File: src/rtl/i2s_pkg.sv
// Shared I2S constants and the frame generator state type.
package i2s_pkg;

  localparam int I2S_DATA_BIT  = 24;
  localparam int I2S_SLOT_BITS = 32;
  localparam int I2S_SCLK_DIV  = 4;

  typedef enum logic [1:0] {
    IDLE = 2'd0,
    RUN  = 2'd1,
    STOP = 2'd2
  } i2s_fg_state_t;

endpackage

File: src/rtl/i2s_frame_gen_if.sv
// Control and timing bundle between the frame generator and its consumers (i2s_tx).
interface i2s_frame_gen_if import i2s_pkg::*; #(
  parameter int DATA_BIT = I2S_DATA_BIT
);
  localparam int CW = $clog2(DATA_BIT);

  logic          i_enable;
  logic          o_sclk;
  logic          o_lrclk;
  logic          o_sclk_fall;
  logic [CW-1:0] o_count;
  logic          o_count_valid;
  logic          o_count_lrclk;
  logic          o_finish;
  logic          o_running;

  modport master (
    input  i_enable,
    output o_sclk, o_lrclk, o_sclk_fall, o_count, o_count_valid,
           o_count_lrclk, o_finish, o_running
  );

  modport slave (
    output i_enable,
    input  o_sclk, o_lrclk, o_sclk_fall, o_count, o_count_valid,
           o_count_lrclk, o_finish, o_running
  );
endinterface

File: src/rtl/i2s_sclk_div.sv
// Master-clock phase counter producing the registered bit clock and its falling-edge strobe.
module i2s_sclk_div #(
  parameter int SCLK_DIV = 4
) (
  input  logic i_clk,
  input  logic i_rst_n,
  input  logic i_clear,
  output logic o_sclk,
  output logic o_sclk_fall,
  output logic o_wrap,
  output logic o_fall_next
);
  localparam int            DW       = $clog2(SCLK_DIV);
  localparam logic [DW-1:0] DIV_LAST = DW'(SCLK_DIV - 1);
  localparam logic [DW-1:0] DIV_HALF = DW'(SCLK_DIV / 2);

  logic [DW-1:0] r_div_cnt;
  logic [DW-1:0] w_div_nxt;

  always_comb begin
    w_div_nxt = '0;
    if (!i_clear && (r_div_cnt != DIV_LAST)) w_div_nxt = r_div_cnt + DW'(1);
  end

  // o_wrap: the phase wraps on this edge; o_fall_next: the next cycle is the wrap cycle
  assign o_wrap      = !i_clear && (r_div_cnt == DIV_LAST);
  assign o_fall_next = !i_clear && (w_div_nxt == DIV_LAST);

  always_ff @(posedge i_clk or negedge i_rst_n) begin
    if (!i_rst_n) begin
      r_div_cnt   <= '0;
      o_sclk      <= 1'b0;
      o_sclk_fall <= 1'b0;
    end else begin
      r_div_cnt   <= w_div_nxt;
      o_sclk      <= !i_clear && (w_div_nxt >= DIV_HALF);
      o_sclk_fall <= o_fall_next;
    end
  end
endmodule

File: src/rtl/i2s_frame_gen.sv
// I2S frame sequencer: run/stop FSM, slot bit counter, word select and data-bit decode.
module i2s_frame_gen import i2s_pkg::*; #(
  parameter int SCLK_DIV  = I2S_SCLK_DIV,
  parameter int SLOT_BITS = I2S_SLOT_BITS,
  parameter int DATA_BIT  = I2S_DATA_BIT
) (
  input  logic             i_clk_12_288,
  input  logic             i_reset_n,
  i2s_frame_gen_if.master  fg_if
);
  localparam int            BW       = $clog2(SLOT_BITS);
  localparam int            CW       = $clog2(DATA_BIT);
  localparam logic [BW-1:0] BIT_LAST = BW'(SLOT_BITS - 1);
  localparam logic [BW-1:0] DATA_HI  = BW'(DATA_BIT);

  i2s_fg_state_t r_state, w_state_nxt;
  logic [BW-1:0] r_bit_cnt, w_bit_nxt;
  logic          r_lrclk, w_lrclk_nxt;
  logic          w_clear, w_wrap, w_fall_next, w_sclk, w_sclk_fall;
  logic          w_valid_nxt, w_finish_nxt;
  logic [CW-1:0] w_count_nxt;
  logic [CW-1:0] r_count;
  logic          r_count_valid, r_count_lrclk, r_finish, r_running;

  assign w_clear = (r_state == IDLE);

  i2s_sclk_div #(.SCLK_DIV(SCLK_DIV)) u_sclk_div (
    .i_clk       (i_clk_12_288),
    .i_rst_n     (i_reset_n),
    .i_clear     (w_clear),
    .o_sclk      (w_sclk),
    .o_sclk_fall (w_sclk_fall),
    .o_wrap      (w_wrap),
    .o_fall_next (w_fall_next)
  );

  // STOP only leaves to IDLE on the frame-end cycle, so frames are never cut short
  always_comb begin
    w_state_nxt = r_state;
    case (r_state)
      IDLE:    if (fg_if.i_enable) w_state_nxt = RUN;
      RUN:     if (!fg_if.i_enable) w_state_nxt = STOP;
      STOP:    if (fg_if.i_enable) w_state_nxt = RUN;
               else if (r_finish) w_state_nxt = IDLE;
      default: w_state_nxt = IDLE;
    endcase
  end

  always_comb begin
    w_bit_nxt   = r_bit_cnt;
    w_lrclk_nxt = r_lrclk;
    if (w_clear) begin
      w_bit_nxt   = '0;
      w_lrclk_nxt = 1'b0;
    end else if (w_wrap) begin
      if (r_bit_cnt == BIT_LAST) begin
        w_bit_nxt   = '0;
        w_lrclk_nxt = !r_lrclk;
      end else begin
        w_bit_nxt = r_bit_cnt + BW'(1);
      end
    end
  end

  // Decode from next-state values so every output is a plain flop
  always_comb begin
    w_valid_nxt  = (w_bit_nxt != '0) && (w_bit_nxt <= DATA_HI);
    w_count_nxt  = w_valid_nxt ? CW'(DATA_HI - w_bit_nxt) : '0;
    w_finish_nxt = (w_state_nxt != IDLE) && w_lrclk_nxt &&
                   (w_bit_nxt == BIT_LAST) && w_fall_next;
  end

  always_ff @(posedge i_clk_12_288 or negedge i_reset_n) begin
    if (!i_reset_n) begin
      r_state       <= IDLE;
      r_bit_cnt     <= '0;
      r_lrclk       <= 1'b0;
      r_count       <= '0;
      r_count_valid <= 1'b0;
      r_count_lrclk <= 1'b0;
      r_finish      <= 1'b0;
      r_running     <= 1'b0;
    end else begin
      r_state       <= w_state_nxt;
      r_bit_cnt     <= w_bit_nxt;
      r_lrclk       <= w_lrclk_nxt;
      r_count       <= w_count_nxt;
      r_count_valid <= w_valid_nxt;
      r_count_lrclk <= w_lrclk_nxt;
      r_finish      <= w_finish_nxt;
      r_running     <= (w_state_nxt != IDLE);
    end
  end

  assign fg_if.o_sclk        = w_sclk;
  assign fg_if.o_sclk_fall   = w_sclk_fall;
  assign fg_if.o_lrclk       = r_lrclk;
  assign fg_if.o_count       = r_count;
  assign fg_if.o_count_valid = r_count_valid;
  assign fg_if.o_count_lrclk = r_count_lrclk;
  assign fg_if.o_finish      = r_finish;
  assign fg_if.o_running     = r_running;
endmodule

File: src/flat_wrapper.sv
// flat-port wrapper written by rule: the top's interface ports become plain ports
module i2s_frame_gen_flat import i2s_pkg::*;
#(
  parameter int SCLK_DIV  = I2S_SCLK_DIV,
  parameter int SLOT_BITS = I2S_SLOT_BITS,
  parameter int DATA_BIT  = I2S_DATA_BIT
)
  (i_clk_12_288, i_reset_n, fg_if_i_enable, fg_if_o_sclk, fg_if_o_lrclk, fg_if_o_sclk_fall, fg_if_o_count, fg_if_o_count_valid, fg_if_o_count_lrclk, fg_if_o_finish, fg_if_o_running);
  i2s_frame_gen_if #(.DATA_BIT(DATA_BIT)) fg_if_i ();
  input  logic i_clk_12_288;
  input  logic i_reset_n;
  input wire logic [$bits(fg_if_i.i_enable)-1:0] fg_if_i_enable;
  output wire logic [$bits(fg_if_i.o_sclk)-1:0] fg_if_o_sclk;
  output wire logic [$bits(fg_if_i.o_lrclk)-1:0] fg_if_o_lrclk;
  output wire logic [$bits(fg_if_i.o_sclk_fall)-1:0] fg_if_o_sclk_fall;
  output wire logic [$bits(fg_if_i.o_count)-1:0] fg_if_o_count;
  output wire logic [$bits(fg_if_i.o_count_valid)-1:0] fg_if_o_count_valid;
  output wire logic [$bits(fg_if_i.o_count_lrclk)-1:0] fg_if_o_count_lrclk;
  output wire logic [$bits(fg_if_i.o_finish)-1:0] fg_if_o_finish;
  output wire logic [$bits(fg_if_i.o_running)-1:0] fg_if_o_running;
  assign fg_if_i.i_enable = fg_if_i_enable;
  assign fg_if_o_sclk = fg_if_i.o_sclk;
  assign fg_if_o_lrclk = fg_if_i.o_lrclk;
  assign fg_if_o_sclk_fall = fg_if_i.o_sclk_fall;
  assign fg_if_o_count = fg_if_i.o_count;
  assign fg_if_o_count_valid = fg_if_i.o_count_valid;
  assign fg_if_o_count_lrclk = fg_if_i.o_count_lrclk;
  assign fg_if_o_finish = fg_if_i.o_finish;
  assign fg_if_o_running = fg_if_i.o_running;
  i2s_frame_gen #(.SCLK_DIV(SCLK_DIV), .SLOT_BITS(SLOT_BITS), .DATA_BIT(DATA_BIT)) u_core (.i_clk_12_288(i_clk_12_288), .i_reset_n(i_reset_n), .fg_if(fg_if_i));
endmodule
File: config.mk
export PLATFORM = sky130hd
export DESIGN_NAME = i2s_frame_gen_flat
export DESIGN_NICKNAME = d
export VERILOG_FILES = /design/src/rtl/i2s_pkg.sv /design/src/rtl/i2s_frame_gen_if.sv /design/src/rtl/i2s_sclk_div.sv /design/src/rtl/i2s_frame_gen.sv /design/src/flat_wrapper.sv
export SDC_FILE = /design/constraint.sdc
export NUM_CORES = 1
export LEC_CHECK = 0
export CAP_MARGIN = 20
export CORE_MARGIN = 2
export CORE_UTILIZATION = 47
export CTS_CLUSTER_SIZE = 12
export DETAILED_ROUTE_END_ITERATION = 12
export HOLD_SLACK_MARGIN = 0.02
export PLACE_DENSITY = 0.75
export SYNTH_ARGS = -nofsm -noshare
export SYNTH_HDL_FRONTEND = slang
export SYNTH_HIERARCHICAL = 1
export SYNTH_SLANG_ARGS = --single-unit
File: constraint.sdc
create_clock -name i_clk_12_288 -period 2.35 [get_ports i_clk_12_288]
set_input_delay 0.705 -clock i_clk_12_288 [delete_from_list [all_inputs] [get_ports i_clk_12_288]]
set_output_delay 0.705 -clock i_clk_12_288 [all_outputs]
set_load 0.03 [all_outputs]
* Yosys cells after proc, flatten, opt, wreduce, memory -nomap -nowiden *
Cells that the tools add are included.

storage, ports and cells
  bits in registers = 20
  bits of input ports = 3
  output and inout bits = 12
  word-level logic and storage cells = 48

cells by class
  add/sub/neg operators = 3
  $lt $le $gt $ge = 2
  equality and inequality tests = 7
  mux-type cells = 13
  reduce and logical (&&, ||, !) cells = 13

operators by type and width
  kind                                                      count
  2-to-1 mux 5 bit                                          4
  == test 5 bit, second input constant                      2
  2-to-1 mux 2 bit                                          5
  logical AND 1 bit                                         8
  == test 2 bit, second input constant                      3
  case mux 2 bit (3 select lines)                           1
  adder 5 x 1 -> 5 bit, second input constant               1
  <= comparator 5 bit, second input constant                1
  nonzero test 5 bit                                        1
  subtractor 5 bit, first input constant                    1
  2-to-1 mux 1 bit                                          3
  adder 2 x 1 -> 2 bit, second input constant               1
  == test 2 x 1 -> 1 bit, second input constant             1
  greater-or-equal comparator 2 bit, second input constant  1
  zero test 1 bit                                           2
  zero test 2 bit                                           1
  != test 2 bit, second input constant                      1
  nonzero test 2 bit                                        1

* Logic depth before layout (Yosys ltp) *
Gate-level depths: netlist of run 1.

  depth in word-level cells = 8
  mapped depth = 11
  mapped depth without buffers = 10

* Hierarchy *
Netlist of run 1, hierarchy kept.

modules (own cells, without submodules)
  module         instances  cells each  area each (um^2)  seq. area each (um^2)
  i2s_frame_gen  1          81          902.1             400.4
  i2s_sclk_div   1          10          156.4             100.1

* Worst setup path after synthesis of run 1 *
OpenSTA, ideal clock, no wires.

  path kind = reg-to-reg
  start point = register u_core.r_state[1]
  end point = register u_core.r_count[3], in the netlist u_core/fg_if.o_count[3]
  setup time = 0.122 ns
  arrival = 2.255 ns
  path slack = -0.027 ns
  stages on the path, launching flop included = 12
  path buffers = 1
  cells stage by stage = dfrtp_1 > or2_4 > inv_4 > and2b_2 > buf_6 > nor2b_4 > o211ai_2 > ha_1 > o21ai_0 > nand3_1 > o22ai_1 > a32o_1

on the way
  word-level cells in the longest chain between the ends = 8

RTL lines
  element                                                           line                 source
  start: declaration                                                i2s_frame_gen.sv:16  i2s_fg_state_t r_state, w_state_nxt;
  start signal: assignment                                          i2s_frame_gen.sv:84  r_state <= w_state_nxt;
  zero test 2 bit (*)                                               i2s_frame_gen.sv:25  assign w_clear = (r_state == IDLE);
  via u_core.w_clear                                                i2s_frame_gen.sv:19  logic w_clear, w_wrap, w_fall_next, w_sclk, w_sclk_fall;
  zero test 1 bit (*)                                               i2s_sclk_div.sv:26   assign o_wrap = !i_clear && (r_div_cnt == DIV_LAST);
  logical AND 1 bit (*)                                             i2s_sclk_div.sv:26
  via u_core.w_wrap                                                 i2s_frame_gen.sv:19
  2-to-1 mux 5 bit (*)                                              i2s_frame_gen.sv:55  end else if (w_wrap) begin
  2-to-1 mux 5 bit (*)                                              i2s_frame_gen.sv:52  if (w_clear) begin
  <= comparator 5 bit / nonzero test 5 bit (equally long branches)  i2s_frame_gen.sv:67  w_valid_nxt = (w_bit_nxt != '0) && (w_bit_nxt <= DATA_HI);
  logical AND 1 bit                                                 i2s_frame_gen.sv:67
  2-to-1 mux 5 bit (*)                                              i2s_frame_gen.sv:68  w_count_nxt = w_valid_nxt ? CW'(DATA_HI - w_bit_nxt) : '0;
  via u_core.w_count_nxt[3]                                         i2s_frame_gen.sv:21  logic [CW-1:0] w_count_nxt;
  end signal: assignment                                            i2s_frame_gen.sv:87  r_count <= w_count_nxt;
  end: declaration                                                  i2s_frame_gen.sv:22  logic [CW-1:0] r_count;

Mark *: on every way through the listed nets, which the timed path passes. The rest lies on a longest branch.

* Final worst setup path of run 1 *
  start point = register u_core.r_bit_cnt[1]
  end point = register u_core.r_count[3], in the netlist u_core/fg_if.o_count[3]

on the way
  word-level cells in the longest chain between the ends = 7

RTL lines
  element                                                           line                                      source
  start: declaration                                                i2s_frame_gen.sv:17                       logic [BW-1:0] r_bit_cnt, w_bit_nxt;
  start signal: assignment                                          i2s_frame_gen.sv:85                       r_bit_cnt <= w_bit_nxt;
  adder 5 x 1 -> 5 bit / == test 5 bit (equally long branches)      i2s_frame_gen.sv:60, i2s_frame_gen.sv:56
  2-to-1 mux 5 bit                                                  i2s_frame_gen.sv:56                       if (r_bit_cnt == BIT_LAST) begin
  2-to-1 mux 5 bit (*)                                              i2s_frame_gen.sv:55
  2-to-1 mux 5 bit (*)                                              i2s_frame_gen.sv:52
  <= comparator 5 bit / nonzero test 5 bit (equally long branches)  i2s_frame_gen.sv:67
  logical AND 1 bit                                                 i2s_frame_gen.sv:67
  2-to-1 mux 5 bit (*)                                              i2s_frame_gen.sv:68
  via u_core.w_count_nxt[3]                                         i2s_frame_gen.sv:21

Marks and branches as above.

==> results of run 1 <==
==> power by group through the flow <==
stage	combinational, W	clock [W]	sequential (W)
after detailed placement	0.000410	0	0.000438
final	0.000436	0.000277	0.000430
after global placement	0.000402	0	0.000436
after floorplan	0.000183	0	0.000524
after CTS	0.000413	0.000287	0.000431
after global routing	0.000466	0.000300	0.000438
==> sequential cells by signal, indices dropped and copies added, names as in the netlist <==
| register | flops |
|---|---|
| u_core/u_sclk_div/o_sclk_fall | 1 |
| u_core/u_sclk_div/r_div_cnt | 2 |
| u_core/fg_if.o_running | 1 |
| u_core/fg_if.o_count_lrclk | 1 |
| u_core/r_state | 2 |
| u_core/fg_if.o_count_valid | 1 |
| u_core/fg_if.o_finish | 1 |
| u_core/r_bit_cnt | 5 |
| u_core/u_sclk_div/o_sclk | 1 |
| u_core/fg_if.o_count | 5 |
==> metrics by stage <==
step	setup slack (ns)	std cells	cell area (µm²)	total power, W	utilization (%)
after floorplan	0.0247	91	1060	0.000707	-
after global placement	0.136	138	1270	0.000838	58.5
after detailed placement	0.104	138	1270	0.000848	58.5
after CTS	0.0751	142	1320	0.00113	61.0
after global routing	0.0215	142	1350	0.00120	62.0
final	0.141	142	1350	0.00114	62.0
==> logic make-up (layout without fill, tap and decap cells) <==
logic type / after synthesis / count (layout) / share of synthesized area, %
adder cells (fa/ha/maj): 4 / 4 / 4.73
XOR/XNOR: 2 / 2 / 2.36
buffers and inverters: 10 / 33 / 4.85
flip-flops: 20 / 20 / 47.3
multiplexers: 2 / 2 / 2.36
AND/OR/NAND/NOR: 31 / 31 / 21.3
AO/OA/AOI/OAI: 22 / 22 / 17.1
==> timing repair <==
item	4_1_cts	5_1_grt
gates resized for setup	0	4
setup endpoints to repair	0	3
hold buffers	0	0
==> layer usage <==
metal | up-vias | track usage (%) | share of wire (%)
li1 | 372 | - | -
met1 | 375 | 23.5 | 44
met4 | 0 | 5.26 | 0.62
met3 | 2 | 3.51 | 4.4
met2 | 19 | 29.9 | 51
met5 | - | 0 | 0
==> area by class of cell <==
cell class / count / area, µm²
Sequential cell: 20 / 500
Clock buffer: 3 / 22.5
Multi-Input combinational cell: 61 / 532
Fill cell: 178 / 825
Clock inverter: 1 / 30.0
Timing Repair Buffer: 21 / 193
Tap cell: 28 / 35.0
Inverter: 8 / 32.5
==> cell usage after synthesis (all sizes together) (2+ instances only) <==
master | number | area (µm²)
dfrtp | 20 | 500
inv | 8 | 32.5
nand2 | 7 | 36.3
a21oi | 4 | 23.8
ha | 4 | 50.1
nor2 | 4 | 22.5
o21ai | 4 | 20.0
nand3 | 3 | 15.0
nor3 | 3 | 20.0
nor3b | 3 | 33.8
o22ai | 3 | 18.8
a211oi | 2 | 20.0
a32oi | 2 | 36.3
buf | 2 | 18.8
nand2b | 2 | 12.5
nand4 | 2 | 18.8
nor2b | 2 | 20.0
==> worst max-delay path: stages (launching register included) <==
cell and delay [ns]:
dfrtp_1 0.42, ha_1 0.21, and3_1 0.19, ha_1 0.18
nand2b_1 0.14, a211o_2 0.34, ha_4 0.20, o21ai_0 0.08
nand3_1 0.09, o22ai_1 0.15, a32o_1 0.14
==> path summary, 6_finish.rpt <==
| kind | end | depth (start not counted) | from |
|---|---|---|---|
| worst min-delay path | u_core/u_sclk_div/r_div_cnt[0] | 1 | u_core/u_sclk_div/r_div_cnt[0] |
| max in group asynchronous | u_core/fg_if.o_count[0] | 2 | i_reset_n |
| worst max-delay path | u_core/fg_if.o_count[3] | 10 | u_core/r_bit_cnt[1] |
| min in group asynchronous | u_core/r_bit_cnt[1] | 2 | i_reset_n |
| worst max register to register | u_core/fg_if.o_count[3] | 10 | u_core/r_bit_cnt[1] |
| worst min register to register | u_core/u_sclk_div/r_div_cnt[0] | 1 | u_core/u_sclk_div/r_div_cnt[0] |
==> layout by cell type (no fill, tap or decap), types with 2 or more instances in the layout <==
cell / count
nand2b_1: 2
inv_2: 2
o21ai_1: 2
nand3_1: 3
buf_4: 7
clkdlybuf4s50_1: 14
a21oi_1: 3
dfrtp_1: 20
nand2_1: 5
o21ai_0: 2
clkbuf_4: 3
nor2_1: 3
o22ai_1: 3
nor3_1: 2
nor3b_1: 2
ha_1: 2
inv_1: 5
==> flow_summary.toml, run 1 <==
[timing]
finalHoldViolCount = 0
rsz0062_at_grt = "no"
fin_crit_ns = 2.21
worstMarginPinSlew_ns = 0.403
finalSetupViolations = 0
clock.fmax_mhz = 453
min_period_over_period_pct = 94.0
whs_ns = 0.507
slew_viol_final = 0
slew_headroom_pct = 73.0
tns_ns = 0
finClkSkew_ns = 0.00143

[pwr]
power.density_cell_area_nw_per_um2 = 850
seqPwrFrac_pct = 37.7
leakage_nw = 0.610
power_switching_w = 0.000373
power_frac_clock_pct = 24.2
swShare_pct = 32.6
power_frac_comb_pct = 38.1
cell_internal_pwr_w = 0.000770
ir_drop_v = 0.000467

[grt]
grt_max_degree = 21
grt_antenna_before_repair = 0
grt_pass1_wl_um = 3530
grt_pass1_vias = 782
overflow = 0
grt_usage_pct = 17.9

[cts]
cts_num_sinks = 20
cts_buffer_depth = 2
path_clk_slew_ns = 0.11
root_buffer = "clkbuf_4"
cts_tree = "built"
htreeDepth = 1
post_cts_buffers = 0
insertion_delay_ns = 0.29
cts_made_buffers = 3

[floorplan]
io_pins = 15
rows = 17
start_util_pct = 48.8
fp.dieW_um = 51.5
core-area_um2 = 2170
die_h_um = 51.5
dieArea_um2 = 2650

[synth]
synth_cell_types = 47
syn-num-nets = 98
ys.flop_type = "dfrtp_1"
yosysWarnings = 6
ys_ff_latch = 20
synthCells = 91
async_reset_ff_share_pct = 100
yosysSeqAreaShare_pct = 47.3
synth_area_per_cell_um2 = 11.6
synth_edf_count = 0
syn-cell-area_um2 = 1060

[routing]
final_antenna_net_count = 0
finalWirelength_um = 2100
wire_per_inst_um = 14.8
drtIter0Drc = 16
vias = 768
detail_route.first_pass.iterations = 4
drc = 0
via_per_inst = 5.41

[setup_path]
reg2reg_slack_ns = 0.14
cp-start-kind = "flip-flop"
cp-end-kind = "flip-flop"
critical_path_required_ns = 2.59
critPathMaxFanout = 7
crit_type = "reg -> reg"
cp.arrival_ns = 2.45

[outcome]
status = "finished, final reports clean"

[run]
maxCapViolCount = 0

[min_path]
hold_class = "reg -> reg"

[final_layout]
nNetsFinal = 122
drive_gt1_share_pct = 28.9
area_delta_synth_final_pct = 27.1
num_antenna_cells = 0

[placement]
portBuffers = 14
dp_hpwl_um = 1520
gp_congestion = 0.864
Note: power is estimated with default switching activity, not from simulation.
==> run 2: changes to the inputs <==
--- a/config.mk
+++ b/config.mk
@@ -7,11 +7,11 @@
 export LEC_CHECK = 0
 export CAP_MARGIN = 20
 export CORE_MARGIN = 2
-export CORE_UTILIZATION = 47
+export CORE_UTILIZATION = 45
 export CTS_CLUSTER_SIZE = 12
 export DETAILED_ROUTE_END_ITERATION = 12
 export HOLD_SLACK_MARGIN = 0.02
-export PLACE_DENSITY = 0.75
+export PLACE_DENSITY = 0.72
 export SYNTH_ARGS = -nofsm -noshare
 export SYNTH_HDL_FRONTEND = slang
 export SYNTH_HIERARCHICAL = 1
==> run 2 against run 1 <==
Effect of this change: flip-flop and latch count did not move; global-route usage fell by 1.2 points; count of clock-buffer cells in the layout rose by 1; non-clock buffer count rose by 2; clock power fell by 30%; final area fell by 1.0%; die area rose by 4.1%; worst hold slack got worse by 0.0071 ns; register-to-register slack barely moved; total power fell by 8.1%; clock skew barely moved; utilization fell by 1.8 points.
==> flow_summary.toml, run 2 (synthesized netlist as in run 1, its figures left out) <==
[final_layout]
multi_input_area_um2 = 519
mostFrequentLayoutCells = "dfrtp_1 (20), clkdlybuf4s50_1 (14), buf_4 (9)"
drive_gt1_share_pct = 29.3
area_delta_synth_final_pct = 25.8
fillers = 190
final_common_cell = "dfrtp_1"
num_antenna_cells = 0
layout.cells.non_filler = 144
register_area_um2 = 500
nNetsFinal = 124

[setup_path]
cp-end-kind = "flip-flop"
critPathLaunch = "u_core/r_state[1]"
crit_slowest_cell = "dfrtp_1"
crit_type = "reg -> reg"
timing.rr.start = "u_core/r_state[1]"
path_cells = "or2_4, inv_4, and2b_2, nor2b_4, o211ai_2, buf_4, inv_2, nor2_4, nand2_1, a32o_1"
critPathMaxFanout = 9
critPathBufInv = 3
cp.arrival_ns = 2.42
cp_slowest_stage_delay_ns = 0.40
cp-start-kind = "flip-flop"
crit_family = "simple AND/OR/NAND/NOR gates"
critical_path_required_ns = 2.55

[routing]
final_antenna_net_count = 0
finalWirelength_um = 1940
detail_route.first_pass.iterations = 4
drc = 0
drtIter0Drc = 13
via_per_inst = 5.35
wire_per_inst_um = 13.5
vias = 771

[cts]
cts_buffer_depth = 2
cts_made_buffers = 3
insertion_delay_ns = 0.29
cts_tree = "built"
root_buffer = "clkbuf_4"
cts_num_sinks = 20
htreeDepth = 1
path_clk_slew_ns = 0.11
holdBufCountCts = 0

[placement]
dp.cells = 138
gp_congestion = 0.816
dp_hpwl_um = 1530
portBuffers = 14

[timing]
fin_crit_ns = 2.22
tns_ns = 0
slew_headroom_pct = 75.2
finalSetupViolations = 0
min_period_over_period_pct = 94.5
finalHoldViolCount = 0
worstMarginPinSlew_ns = 0.371
clock.fmax_mhz = 450
slew_viol_final = 0
finClkSkew_ns = 0.00168

[pwr]
power_w = 0.00105
power.density_cell_area_nw_per_um2 = 788
leakage_nw = 0.616
ir_drop_v = 0.000446

[grt]
overflow = 0
grt_max_degree = 21
grt_usage_pct = 16.7
grt_antenna_before_repair = 0
grt_pass1_vias = 764
grt_pass1_wl_um = 3310

[floorplan]
io_pins = 15
fp.dieW_um = 52.5
start_util_pct = 47.9
dieArea_um2 = 2760
rows = 17
core-area_um2 = 2210
die_h_um = 52.5

[outcome]
status = "finished, final reports clean"

[min_path]
hold_class = "reg -> reg"
hold_start = "u_core/u_sclk_div/r_div_cnt[0]"

[run]
maxCapViolCount = 0
run 2: final cells by class:
cell class / instances / area share (%)
Clock buffer: 4 / 2.73
Inverter: 8 / 2.44
Multi-Input combinational cell: 61 / 39.0
Sequential cell: 20 / 37.6
Tap cell: 28 / 2.63
Timing Repair Buffer: 23 / 15.6
run 2: worst paths after layout:
kind | end | slack, ns | cells after the start
worst min-delay path | u_core/u_sclk_div/r_div_cnt[0] | 0.50 | 1
worst max-delay path | u_core/fg_if.o_count[3] | 0.13 | 10
min in group asynchronous | u_core/u_sclk_div/o_sclk | 0.73 | 2
worst max register to register | u_core/fg_if.o_count[3] | 0.13 | 10
worst min register to register | u_core/u_sclk_div/r_div_cnt[0] | 0.50 | 1
max in group asynchronous | u_core/fg_if.o_count_valid | 1.41 | 2
run 2: repair_timing:
item,CTS,global route
setup buffers,1,1
pin swaps,0,1
gates resized for setup,0,1
setup endpoints to repair,1,1
run 2: metal layers:
layer / share of wire [%] / wire length [µm] / vias up / GRT usage, %
met5: 0 / 0 / - / 0
met4: 0.67 / 13 / 0 / 7.69
met3: 5.9 / 114 / 2 / 3.43
met2: 50 / 978 / 16 / 26.0
met1: 43 / 832 / 371 / 22.1
li1: - / - / 382 / -
run 2: through the flow:
step	setup slack, ns	hold WS [ns]	utilization, %	cell area (µm²)
after floorplan	0.0247	0.409	-	1060
after global placement	0.107	0.479	57.4	1270
after detailed placement	0.0228	0.493	57.4	1270
after CTS	0.0290	0.508	59.4	1310
after global routing	-0.00223	0.539	60.2	1330
final	0.129	0.500	60.2	1330
run 2: worst register-to-register path, stage by stage, from the launching register on:
cell and delay (ns):
dfrtp_1 0.40, or2_4 0.29, inv_4 0.06, and2b_2 0.28
nor2b_4 0.17, o211ai_2 0.22, buf_4 0.17, inv_2 0.05
nor2_4 0.15, nand2_1 0.07, a32o_1 0.27
run 2: report_power, final:
group | internal (W) | switching, W
sequential | 0.000406 | 0.0000226
clock | 0.0000944 | 0.000101
combinational | 0.000188 | 0.000238
total | 0.000688 | 0.000361
==> run 3: changes to the inputs <==
--- a/config.mk
+++ b/config.mk
@@ -10,8 +10,9 @@
 export CORE_UTILIZATION = 45
 export CTS_CLUSTER_SIZE = 12
 export DETAILED_ROUTE_END_ITERATION = 12
+export GPL_ROUTABILITY_DRIVEN = 0
 export HOLD_SLACK_MARGIN = 0.02
-export PLACE_DENSITY = 0.72
+export PLACE_DENSITY = 0.7
 export SYNTH_ARGS = -nofsm -noshare
 export SYNTH_HDL_FRONTEND = slang
 export SYNTH_HIERARCHICAL = 1
==> constraint.sdc (replaced) <==
create_clock -name i_clk_12_288 -period 2.3 [get_ports i_clk_12_288]
set_input_delay 0.69 -clock i_clk_12_288 [delete_from_list [all_inputs] [get_ports i_clk_12_288]]
set_output_delay 0.69 -clock i_clk_12_288 [all_outputs]
set_load 0.03 [all_outputs]
==> run 3 against run 2 <==
Effect of this change: global-route usage rose by 0.33 points; critical path depth did not move; clock power rose by 5%; critical endpoint unchanged; worst hold slack improved by 0.0092 ns; utilization rose by 0.23 points; clock skew rose by 0.0031 ns; count of clock-buffer cells in the layout did not move; total power rose by 3.4%.
==> flow_summary.toml, run 3 (synthesized netlist as in run 1, its figures left out) <==
[placement]
dp_hpwl_um = 1520
portBuffers = 14

[cts]
cts_buffer_depth = 2
htreeDepth = 1
root_buffer = "clkbuf_4"
cts_tree = "built"
path_clk_slew_ns = 0.12
cts_num_sinks = 20
insertion_delay_ns = 0.29
cts_made_buffers = 3

[grt]
grt_pass1_wl_um = 3450
grt_pass1_vias = 752
grt_max_degree = 21
grt_antenna_before_repair = 0
grt_usage_pct = 17.0
overflow = 0

[setup_path]
cp_slowest_stage_delay_ns = 0.42
reg2reg_to = "u_core/fg_if.o_count[3]"
crit_type = "reg -> reg"
cp-start-kind = "flip-flop"
cp.arrival_ns = 2.41
reg2reg_slack_ns = 0.13
critPathMaxFanout = 7
path_cells = "ha_2, and3_1, ha_1, nand2b_1, a211o_2, ha_4, o21ai_0, nand3_1, o22ai_1, a32o_1"
reg2reg_depth = 10
crit_family = "compound AO/OA/AOI/OAI gates"
crit_slowest_cell = "dfrtp_1"
timing.rr.start = "u_core/r_bit_cnt[1]"
cp-end-kind = "flip-flop"
critPathBufInv = 0
critical_path_required_ns = 2.54

[timing]
clock.fmax_mhz = 462
tns_ns = 0
finalSetupViolations = 0
finalHoldViolCount = 0
slew_viol_final = 0
finClkSkew_ns = 0.00481
worstMarginPinSlew_ns = 0.452
min_period_over_period_pct = 94.2
rsz0062_at_grt = "no"
slew_headroom_pct = 69.8
fin_crit_ns = 2.17

[min_path]
worstHoldPathCells = 1
hold_class = "reg -> reg"
hold_start = "u_core/u_sclk_div/r_div_cnt[0]"
hold_end = "u_core/u_sclk_div/r_div_cnt[0]"

[pwr]
power_w = 0.00109
leakage_nw = 0.604
power.density_cell_area_nw_per_um2 = 812
ir_drop_v = 0.000473

[routing]
via_per_inst = 5.28
drc = 0
wire_per_inst_um = 14.3
detail_route.first_pass.iterations = 4
final_antenna_net_count = 0
drtIter0Drc = 28
finalWirelength_um = 2040
vias = 755

[floorplan]
rows = 17
dieArea_um2 = 2760
die_h_um = 52.5
start_util_pct = 47.9
fp.dieW_um = 52.5
core-area_um2 = 2210
io_pins = 15

[final_layout]
fillers = 194
mostFrequentLayoutCells = "dfrtp_1 (20), clkdlybuf4s50_1 (14), buf_4 (8)"
final_common_cell = "dfrtp_1"
nNetsFinal = 123
area_delta_synth_final_pct = 26.2
drive_gt1_share_pct = 30.4
num_antenna_cells = 0

[outcome]
status = "finished, final reports clean"

[run]
maxCapViolCount = 0
==> run 3: changes by cell type in the layout (fill, tap and decap cells not counted), sizes merged <==
cell / previous run / this run
buf: 9 / 8
==> run 3: routing by layer <==
layer	track usage (%)	wire length [µm]	part of all wire, %	vias up
met4	5.13	15	0.73	0
met2	27.3	958	47	12
li1	-	-	-	375
met5	0	0	0	-
met1	23.6	1000	49	366
met3	2.57	64	3.1	2
==> run 3: worst max path at each step <==
stage | from | endpoint | cells past startpoint
6_report | u_core/r_bit_cnt[1] | u_core/fg_if.o_count[3] | 10
5_1_grt | u_core/r_bit_cnt[1] | u_core/fg_if.o_count[3] | 10
4_1_cts | u_core/r_state[0] | u_core/fg_if.o_count[3] | 10
3_5_place_dp | u_core/r_state[0] | u_core/fg_if.o_count[4] | 9
3_3_place_gp | u_core/r_state[0] | u_core/fg_if.o_count[3] | 10
2_1_floorplan | u_core/r_state[1] | u_core/fg_if.o_count[3] | 11
==> run 3: per-stage QoR <==
| step | hold WS [ns] | setup WS [ns] | std cells | utilization, % | instance area [µm²] |
|---|---|---|---|---|---|
| 6_report | 0.509 | 0.134 | 143 | 60.4 | 1340 |
| 5_1_grt | 0.535 | 0.00259 | 143 | 60.4 | 1340 |
| 4_1_cts | 0.514 | 0.0401 | 142 | 59.5 | 1320 |
| 3_5_place_dp | 0.498 | 0.0721 | 138 | 57.9 | 1280 |
| 3_3_place_gp | 0.475 | 0.0853 | 138 | 57.9 | 1280 |
| 2_1_floorplan | 0.394 | 0.0243 | 91 | - | 1070 |
==> run 3: cell type report <==
cell class	count	area [µm²]	area share [%]
Multi-Input combinational cell	61	532	39.8
Sequential cell	20	500	37.5
Timing Repair Buffer	22	200	15.0
Clock buffer	4	36.3	2.72
Tap cell	28	35.0	2.62
Inverter	8	32.5	2.43
==> run 3: report_power, final <==
group          internal [W]  leakage [nW]  switching [W]
Clock             0.0000964        0.0210       0.000108
Sequential         0.000414         0.268      0.0000260
Combinational      0.000195         0.315       0.000246
==> run 3: what timing repair did <==
action / CTS / global route
hold buffers: 0 / 0
resized for setup: 0 / 4
setup endpoints to repair: 0 / 3
setup buffers: 0 / 1
